**src/rtl/nes_mem_sched.sv**
```systemverilog
// Shared SDRAM port scheduler: 4-phase NES slot timing, loader write FIFO
// committed one byte per slot, then hand-over of the port to the NES bus.
module nes_mem_sched #(
    parameter int ADDR_BITS  = 22,
    parameter int FIFO_DEPTH = 4
) (
    input  logic                 clock,
    input  logic                 reset,
    input  logic                 load_done,
    input  logic                 ld_valid,
    input  logic [ADDR_BITS-1:0] ld_addr,
    input  logic [7:0]           ld_data,
    output logic                 ld_ready,
    input  logic [ADDR_BITS-1:0] nes_addr,
    input  logic                 nes_rd_cpu,
    input  logic                 nes_rd_ppu,
    input  logic                 nes_wr,
    input  logic [7:0]           nes_dout,
    output logic [1:0]           phase,
    output logic                 run_nes,
    output logic                 clkref,
    output logic                 nes_reset,
    output logic [ADDR_BITS+2:0] sd_addr,
    output logic                 sd_we,
    output logic                 sd_oeA,
    output logic                 sd_oeB,
    output logic [7:0]           sd_din,
    output logic [ADDR_BITS-1:0] wr_count
);

    localparam int AW = (FIFO_DEPTH > 1) ? $clog2(FIFO_DEPTH) : 1;
    localparam int EW = ADDR_BITS + 8;

    localparam logic [1:0] ST_LOAD  = 2'd0;
    localparam logic [1:0] ST_DRAIN = 2'd1;
    localparam logic [1:0] ST_RUN   = 2'd2;

    localparam logic [AW:0]          PTR_ONE = (AW + 1)'(1);
    localparam logic [ADDR_BITS-1:0] CNT_ONE = ADDR_BITS'(1);

    logic [1:0]           state;
    logic [AW:0]          wptr;
    logic [AW:0]          rptr;
    logic [EW-1:0]        fifo_mem [FIFO_DEPTH];
    logic [EW-1:0]        head;
    logic                 full;
    logic                 empty;
    logic                 push;
    logic                 pop;
    logic                 slot;
    logic                 committing;
    logic                 load_done_q;
    logic                 fall_pend;
    logic                 load_fall;
    logic [ADDR_BITS-1:0] wr_addr_p0;
    logic [7:0]           wr_data_p0;
    logic                 vld_p0;

    assign slot       = (phase == 2'd3);
    assign run_nes    = slot;
    assign clkref     = phase[1];
    assign nes_reset  = (state != ST_RUN);
    assign committing = (state == ST_LOAD) || (state == ST_DRAIN);

    // Full is judged before any same-cycle pop, so ld_ready stays low then.
    assign empty    = (wptr == rptr);
    assign full     = (wptr[AW] != rptr[AW]) && (wptr[AW-1:0] == rptr[AW-1:0]);
    assign ld_ready = (state == ST_LOAD) && !full;
    assign push     = ld_valid && ld_ready;
    assign pop      = slot && committing && !empty;
    assign head     = fifo_mem[rptr[AW-1:0]];
    assign load_fall = load_done_q && !load_done;

    always_ff @(posedge clock or posedge reset) begin
        if (reset) begin
            phase <= 2'd0;
        end else begin
            phase <= phase + 2'd1;
        end
    end

    always_ff @(posedge clock) begin
        if (push) begin
            fifo_mem[wptr[AW-1:0]] <= {ld_addr, ld_data};
        end
    end

    always_ff @(posedge clock or posedge reset) begin
        if (reset) begin
            wptr <= '0;
            rptr <= '0;
        end else begin
            if (push) wptr <= wptr + PTR_ONE;
            if (pop)  rptr <= rptr + PTR_ONE;
        end
    end

    // FIFO head -> write register (p0): one commit per slot edge
    always_ff @(posedge clock or posedge reset) begin
        if (reset) begin
            state       <= ST_LOAD;
            wr_addr_p0  <= '0;
            wr_data_p0  <= '0;
            vld_p0      <= 1'b0;
            wr_count    <= '0;
            load_done_q <= 1'b0;
            fall_pend   <= 1'b0;
        end else begin
            load_done_q <= load_done;
            if (committing && slot) begin
                if (!empty) begin
                    wr_addr_p0 <= head[EW-1:8];
                    wr_data_p0 <= head[7:0];
                    vld_p0     <= 1'b1;
                    if (wr_count != '1) wr_count <= wr_count + CNT_ONE;
                end else begin
                    vld_p0 <= 1'b0;
                end
            end
            case (state)
                ST_LOAD: begin
                    if (load_done) state <= ST_DRAIN;
                end
                ST_DRAIN: begin
                    if (slot && empty) state <= ST_RUN;
                end
                ST_RUN: begin
                    if (slot && (fall_pend || load_fall)) begin
                        state     <= ST_LOAD;
                        wr_count  <= '0;
                        vld_p0    <= 1'b0;
                        fall_pend <= 1'b0;
                    end else if (load_fall) begin
                        fall_pend <= 1'b1;
                    end
                end
                default: state <= ST_LOAD;
            endcase
        end
    end

    always_comb begin
        sd_addr = {3'b000, wr_addr_p0};
        sd_din  = wr_data_p0;
        sd_we   = vld_p0;
        sd_oeA  = 1'b0;
        sd_oeB  = 1'b0;
        if (state == ST_RUN) begin
            sd_addr = {3'b000, nes_addr};
            sd_din  = nes_dout;
            sd_we   = nes_wr;
            sd_oeA  = nes_rd_cpu;
            sd_oeB  = nes_rd_ppu;
        end
    end

endmodule

```
**config.mk**
```make
export PLATFORM = sky130hd
export DESIGN_NAME = nes_mem_sched
export DESIGN_NICKNAME = d
export VERILOG_FILES = /design/src/rtl/nes_mem_sched.sv
export SDC_FILE = /design/constraint.sdc
export NUM_CORES = 1
export LEC_CHECK = 0
export CORE_UTILIZATION = 35
export DETAILED_ROUTE_END_ITERATION = 8
export PLACE_DENSITY = 0.66
export SLEW_MARGIN = 30
export SYNTH_ARGS = -nofsm -noshare
export SYNTH_HDL_FRONTEND = slang
export SYNTH_SLANG_ARGS = --single-unit
```
**constraint.sdc**
```tcl
create_clock -name clock -period 2.3 [get_ports clock]
set_input_delay 0.345 -clock clock [delete_from_list [all_inputs] [get_ports clock]]
set_output_delay 0.345 -clock clock [all_outputs]
set_load 0.05 [all_outputs]
```
# ---- Word level (Yosys, flattened, before mapping)
# Memory sizes are Yosys's and may differ from the RTL's. A register that Yosys moved wholly into a read port is not among the register bits.
# Cells that the tools add are included.
dict set report op_classes {
  n_shift 0
  order_cmp 0
  mux 22
  eq_ne 11
  addsub 4
  div 0
  n_reduce_logical 18
  mul 0
  bitwise_logic 1
}
# operator n
set ops {}
lappend ops {{22-bit 2-to-1 mux} 6}
lappend ops {{22-bit by 1-bit adder with 22-bit output (second input constant)} 1}
lappend ops {{22-bit inequality test (second input constant)} 1}
lappend ops {{1-bit 2-to-1 mux} 11}
lappend ops {{1-bit logical AND} 8}
lappend ops {{8-bit 2-to-1 mux} 1}
lappend ops {{3-bit by 1-bit adder with 3-bit output (second input constant)} 2}
lappend ops {{2-bit 2-to-1 mux} 3}
lappend ops {{2-bit inequality test (second input constant)} 3}
lappend ops {{2-bit one-hot mux with 3 select lines} 1}
lappend ops {{2-bit == test (second input constant)} 2}
lappend ops {{2-bit AND reduction} 2}
lappend ops {{3-bit == test} 1}
lappend ops {{1-bit logical NOT} 3}
lappend ops {{3-bit AND reduction} 1}
lappend ops {{2-bit by 1-bit adder with 2-bit output (second input constant)} 1}
lappend ops {{2-bit by 1-bit == test with 1-bit output (second input constant)} 1}
lappend ops {{2-bit == test} 1}
lappend ops {{2-bit logical NOT} 1}
lappend ops {{1-bit logical OR} 2}
lappend ops {{2-bit by 1-bit inequality test with 1-bit output (second input constant)} 1}
lappend ops {{2-bit nonzero test} 1}
lappend ops {{1-bit inequality test} 1}
lappend ops {{1-bit NOT} 1}
dict set report word_totals {
  output_inout_bits 64
  inputBits 67
  reg_bits 35
  word_cells 65
  latchBits 0
  rom_bits 0
  ram_bits 120
  memories 1
}
# memory words word_bits read_ports rd_ports_with_merged_regs wr line
set mem_list {}
lappend mem_list {fifo_mem 4 30 1 1 1 44} ;# logic [EW-1:0] fifo_mem [FIFO_DEPTH];

# ---- Longest topological paths before layout
dict set report logic_depth {
  word_depth 7
  depth_mapped 7
  mapped_depth_nobuf 6
}

# ---- Least setup slack after synthesis
# Ideal clock, no wire load.
dict set report synth_timing {
  path_kind {register to register}
  from {register rptr[0]}
  to {memory fifo_mem[3][0] in the netlist's numbering (enable)}
  setup_slack_ns -1.307
  period_less_slack_ns 3.607
  setup_time_ns 0.391
  n_path_buf 1
  required_ns 1.909
  arrival_time_ns 3.215
  path_stages_with_launch 5
  path_cell_list {dfrtp_1 buf_4 xnor2_1 a311oi_1 and3_1}
}
dict set report synth_via {
  elab_chain_cells 7
}
# element line
set synth_lines {}
lappend synth_lines {{from (decl)} 43} ;# logic [AW:0] rptr;
lappend synth_lines {{from (signal assigned)} 94} ;# if (pop) rptr <= rptr + PTR_ONE;
lappend synth_lines {{2-bit == test} 67} ;# assign full = (wptr[AW] != rptr[AW]) && (wptr[AW-1:0] == rptr[AW-1:0]);
lappend synth_lines {{1-bit logical AND} 67}
lappend synth_lines {{1-bit logical NOT} 68} ;# assign ld_ready = (state == ST_LOAD) && !full;
lappend synth_lines {{1-bit logical AND} 68}
lappend synth_lines {{net ld_ready} 13} ;# output logic ld_ready,
lappend synth_lines {{1-bit logical AND} 69} ;# assign push = ld_valid && ld_ready;
lappend synth_lines {{1-bit 2-to-1 mux} 83} ;# if (push) begin
lappend synth_lines {{1-bit 2-to-1 mux (not written as such)} 84} ;# fifo_mem[wptr[AW-1:0]] <= {ld_addr, ld_data};
lappend synth_lines {{to (decl)} 44}
# The timed path passes the listed nets, and every way through them passes these cells.

# ---- Worst setup path after layout
dict set report layout_timing {
  from {register state[0]}
  to {output port sd_din[7]}
}
dict set report layout_via {
  elab_chain_cells 2
}
# element line
set layout_lines {}
lappend layout_lines {{from (decl)} 41} ;# logic [1:0] state;
lappend layout_lines {{from (signal assigned)} 101} ;# state <= ST_LOAD;
lappend layout_lines {{from (signal assigned)} 122} ;# if (load_done) state <= ST_DRAIN;
lappend layout_lines {{from (signal assigned)} 125} ;# if (slot && empty) state <= ST_RUN;
lappend layout_lines {{2-bit == test} 148} ;# if (state == ST_RUN) begin
lappend layout_lines {{8-bit 2-to-1 mux} 148}
lappend layout_lines {{to (decl)} 27} ;# output logic [7:0] sd_din,
# Every way passes these cells.

==> run summary <==
Port bufs - 127
CTS HTree Levels - 4
Gpl congestion - 0.854
Most used DFF post-synth - edfxtp_1
EDFF count, synth - 120
IR Drop Worst-Case VDD - 687 uV
Die Height - 151 um
Largest net degree at the start of global routing - 40
Worst Setup Start Kind - register
DR WL/cell - 18.6 um
Final Cell Area - 0.0100 mm2
Initial antenna violation count - 0
Core Region - 0.0214 mm2
Clock Skew - 0.00909 ns
# diodes - 0
CTS sink count - 185
Crit-path max FO - 20
IO Pins - 131
Final count of pins violating max slew - 0
Remaining global-route overflow - 0
Nets - 666
Die W - 151 um
Dpl ws - 0.233 ns
Post-synthesis register bit count - 185
Drt first pass iters - 5
Vias - 4544
Register area share after synthesis - 67.7%
Outcome - finished, final reports clean
Asr flop ratio synth - 35.1%
Crit Path Category - register to primary output
Tightest Hold Check Type - primary input to async pin
Post-DR vias/cell - 5.16
DRT iter0 DRCs - 216
CP arrival - 1.87 ns
Critical Path End Type - primary output
Slew @ Worst Pin - 0.655 ns
Warnings, synthesis - 0
Period utilisation layout - 96.2%
DIE AREA - 0.0227 mm2
Mean Syn Cell Area - 17.2 um2
Fmax - 452 MHz
Final ANT Viol Nets - 0
Clk slew on worst S/H paths - 0.07 ns
# DRC - 0
Distinct cells, synth - 49
First-pass GRT wire length - 25000 um
Layout area overhead - 29.9%
Wirelength, routed - 16300 um
Synth Cell Area - 0.00772 mm2
CTS tree - done
Final Hold Fails - 0
R2R depth - 7
CTS Buffer Depth - 2
Cell Rows - 53
Starting density of the core - 36.2%
Fraction of layout cells with a size suffix above 1 - 32.1%
Critical Path RT - 1.96 ns
Global router's overall resource usage - 15.1%
Pwr/cell area - 1160 mW/mm2
Overall power - 11.6 mW
Leakage power - 3.57 nW
HPWL after DPL - 10500 um
Final WS setup - 0.0884 ns
Commonest non-fill, non-tap cell in the layout - edfxtp_1
Clk root buf - clkbuf_16
Finish-stage setup viols - 0
Post-layout util - 47.0%
Clock period minus worst slack - 2.21 ns
CTS hold repair buffers - 0
Post-synthesis cell count - 448
Placed inst area - 0.00944 mm2
# Max-Cap Violations - 0
Setup bufs post-CTS - 0
Most frequent cells in the layout - edfxtp_1, clkdlybuf4s50_1, mux2_2, dfrtp_1, buf_4
Vias in the first global route - 4638
Clock Latency Late Sink - 0.42 ns
Fillers - 1848
RSZ-0062 raised after global routing - no
CTS buffer count - 17
Slew HR - 56.3%
## through the flow
stage | cells | hold WS, ns | TNS, ns
after floorplan | 450 | 0.376 | -8.04
after global placement | 847 | 0.490 | 0
after detailed placement | 847 | 0.496 | 0
after CTS | 879 | 0.300 | 0
after global routing | 880 | 0.343 | 0
final | 880 | 0.299 | 0
## final timing paths
| kind | from | to | slack [ns] |
|---|---|---|---|
| setup / recovery | state[0] | sd_din[7] | 0.09 |
| hold reg to reg | wr_addr_p0[7] | wr_addr_p0[7] | 0.51 |
| min in group clock | load_done | load_done_q | 0.45 |
| max in group asynchronous | reset | state[1] | 1.42 |
| hold / removal | reset | wr_addr_p0[20] | 0.30 |
| setup reg to reg | wr_count[0] | wr_count[1] | 0.21 |
## cells in the mapped netlist (5+ instances only)
master / number / share of area, %
mux4_2: 30 / 8.7
xor2_1: 6 / 0.68
or3_1: 7 / 0.57
inv_1: 8 / 0.39
nand3_1: 7 / 0.45
buf_2: 9 / 0.58
nand4_1: 7 / 0.57
mux2_2: 62 / 9.0
nor2_1: 11 / 0.53
and2_1: 6 / 0.49
buf_4: 6 / 0.58
o21ai_0: 10 / 0.65
xnor2_1: 8 / 0.91
nand2_1: 13 / 0.63
and3_1: 5 / 0.41
a21oi_1: 11 / 0.71
edfxtp_1: 120 / 47
ha_1: 7 / 1.1
dfrtp_1: 65 / 21
## layer usage
layer  part of all wire, %  GRT usage, %  vias up
met5                     0             0        -
met3                   5.2          3.33       20
met4                   1.1          4.60        0
met1                    41          18.8     2307
met2                    52          26.0      177
li1                      -             -     2040
## registers in the layout (all words and copies together), names as in the netlist
register,count
phase,2
rptr,3
wr_count,22
wr_addr_p0,22
fall_pend,1
load_done_q,1
wr_data_p0,8
state,2
wptr,3
fifo_mem,120
vld_p0,1
## where the power goes
group	internal (mW)	switching, mW
clock	1.53	1.27
combinational	1.78	2.49
sequential	4.11	0.448
total	7.42	4.21
## cell families (layout without fill, tap and decap cells)
logic type                 count (synthesis)  count (layout)  synth area share [%]
AOI/OAI and AO/OA                         45              45                  4.18
xor gates and xnor gates                  14              14                  1.59
adders and majority gates                  7               7                  1.13
buffers and inverters                     31             186                  2.04
DFF                                      185             185                  67.7
muxes                                     94              94                  18.0
other                                      1               3                0.0486
and+or+nand+nor                           71              71                  5.23
## area by class of cell
type / count / area, um2 / share of cell area (%)
timing repair buffer: 146 / 1460 / 14.5
multi-input combinational: 234 / 2400 / 24.0
clock buffer: 19 / 433 / 4.31
clock inverter: 13 / 131 / 1.31
inverter: 8 / 31.3 / 0.312
sequential: 185 / 5230 / 52.2
tap: 275 / 344 / 3.43
## timing repair
action	CTS	global route
hold endpoints to repair	0	0
setup endpoints to repair	0	32
gates resized for setup	0	2
## worst max-delay path: stages, from the launching register on
cell and delay [ns]:
dfrtp_1 0.47, nor2b_4 0.20, buf_12 0.21, mux2_2 0.37, buf_4 0.19
Power figures use the tool's default switching activity.
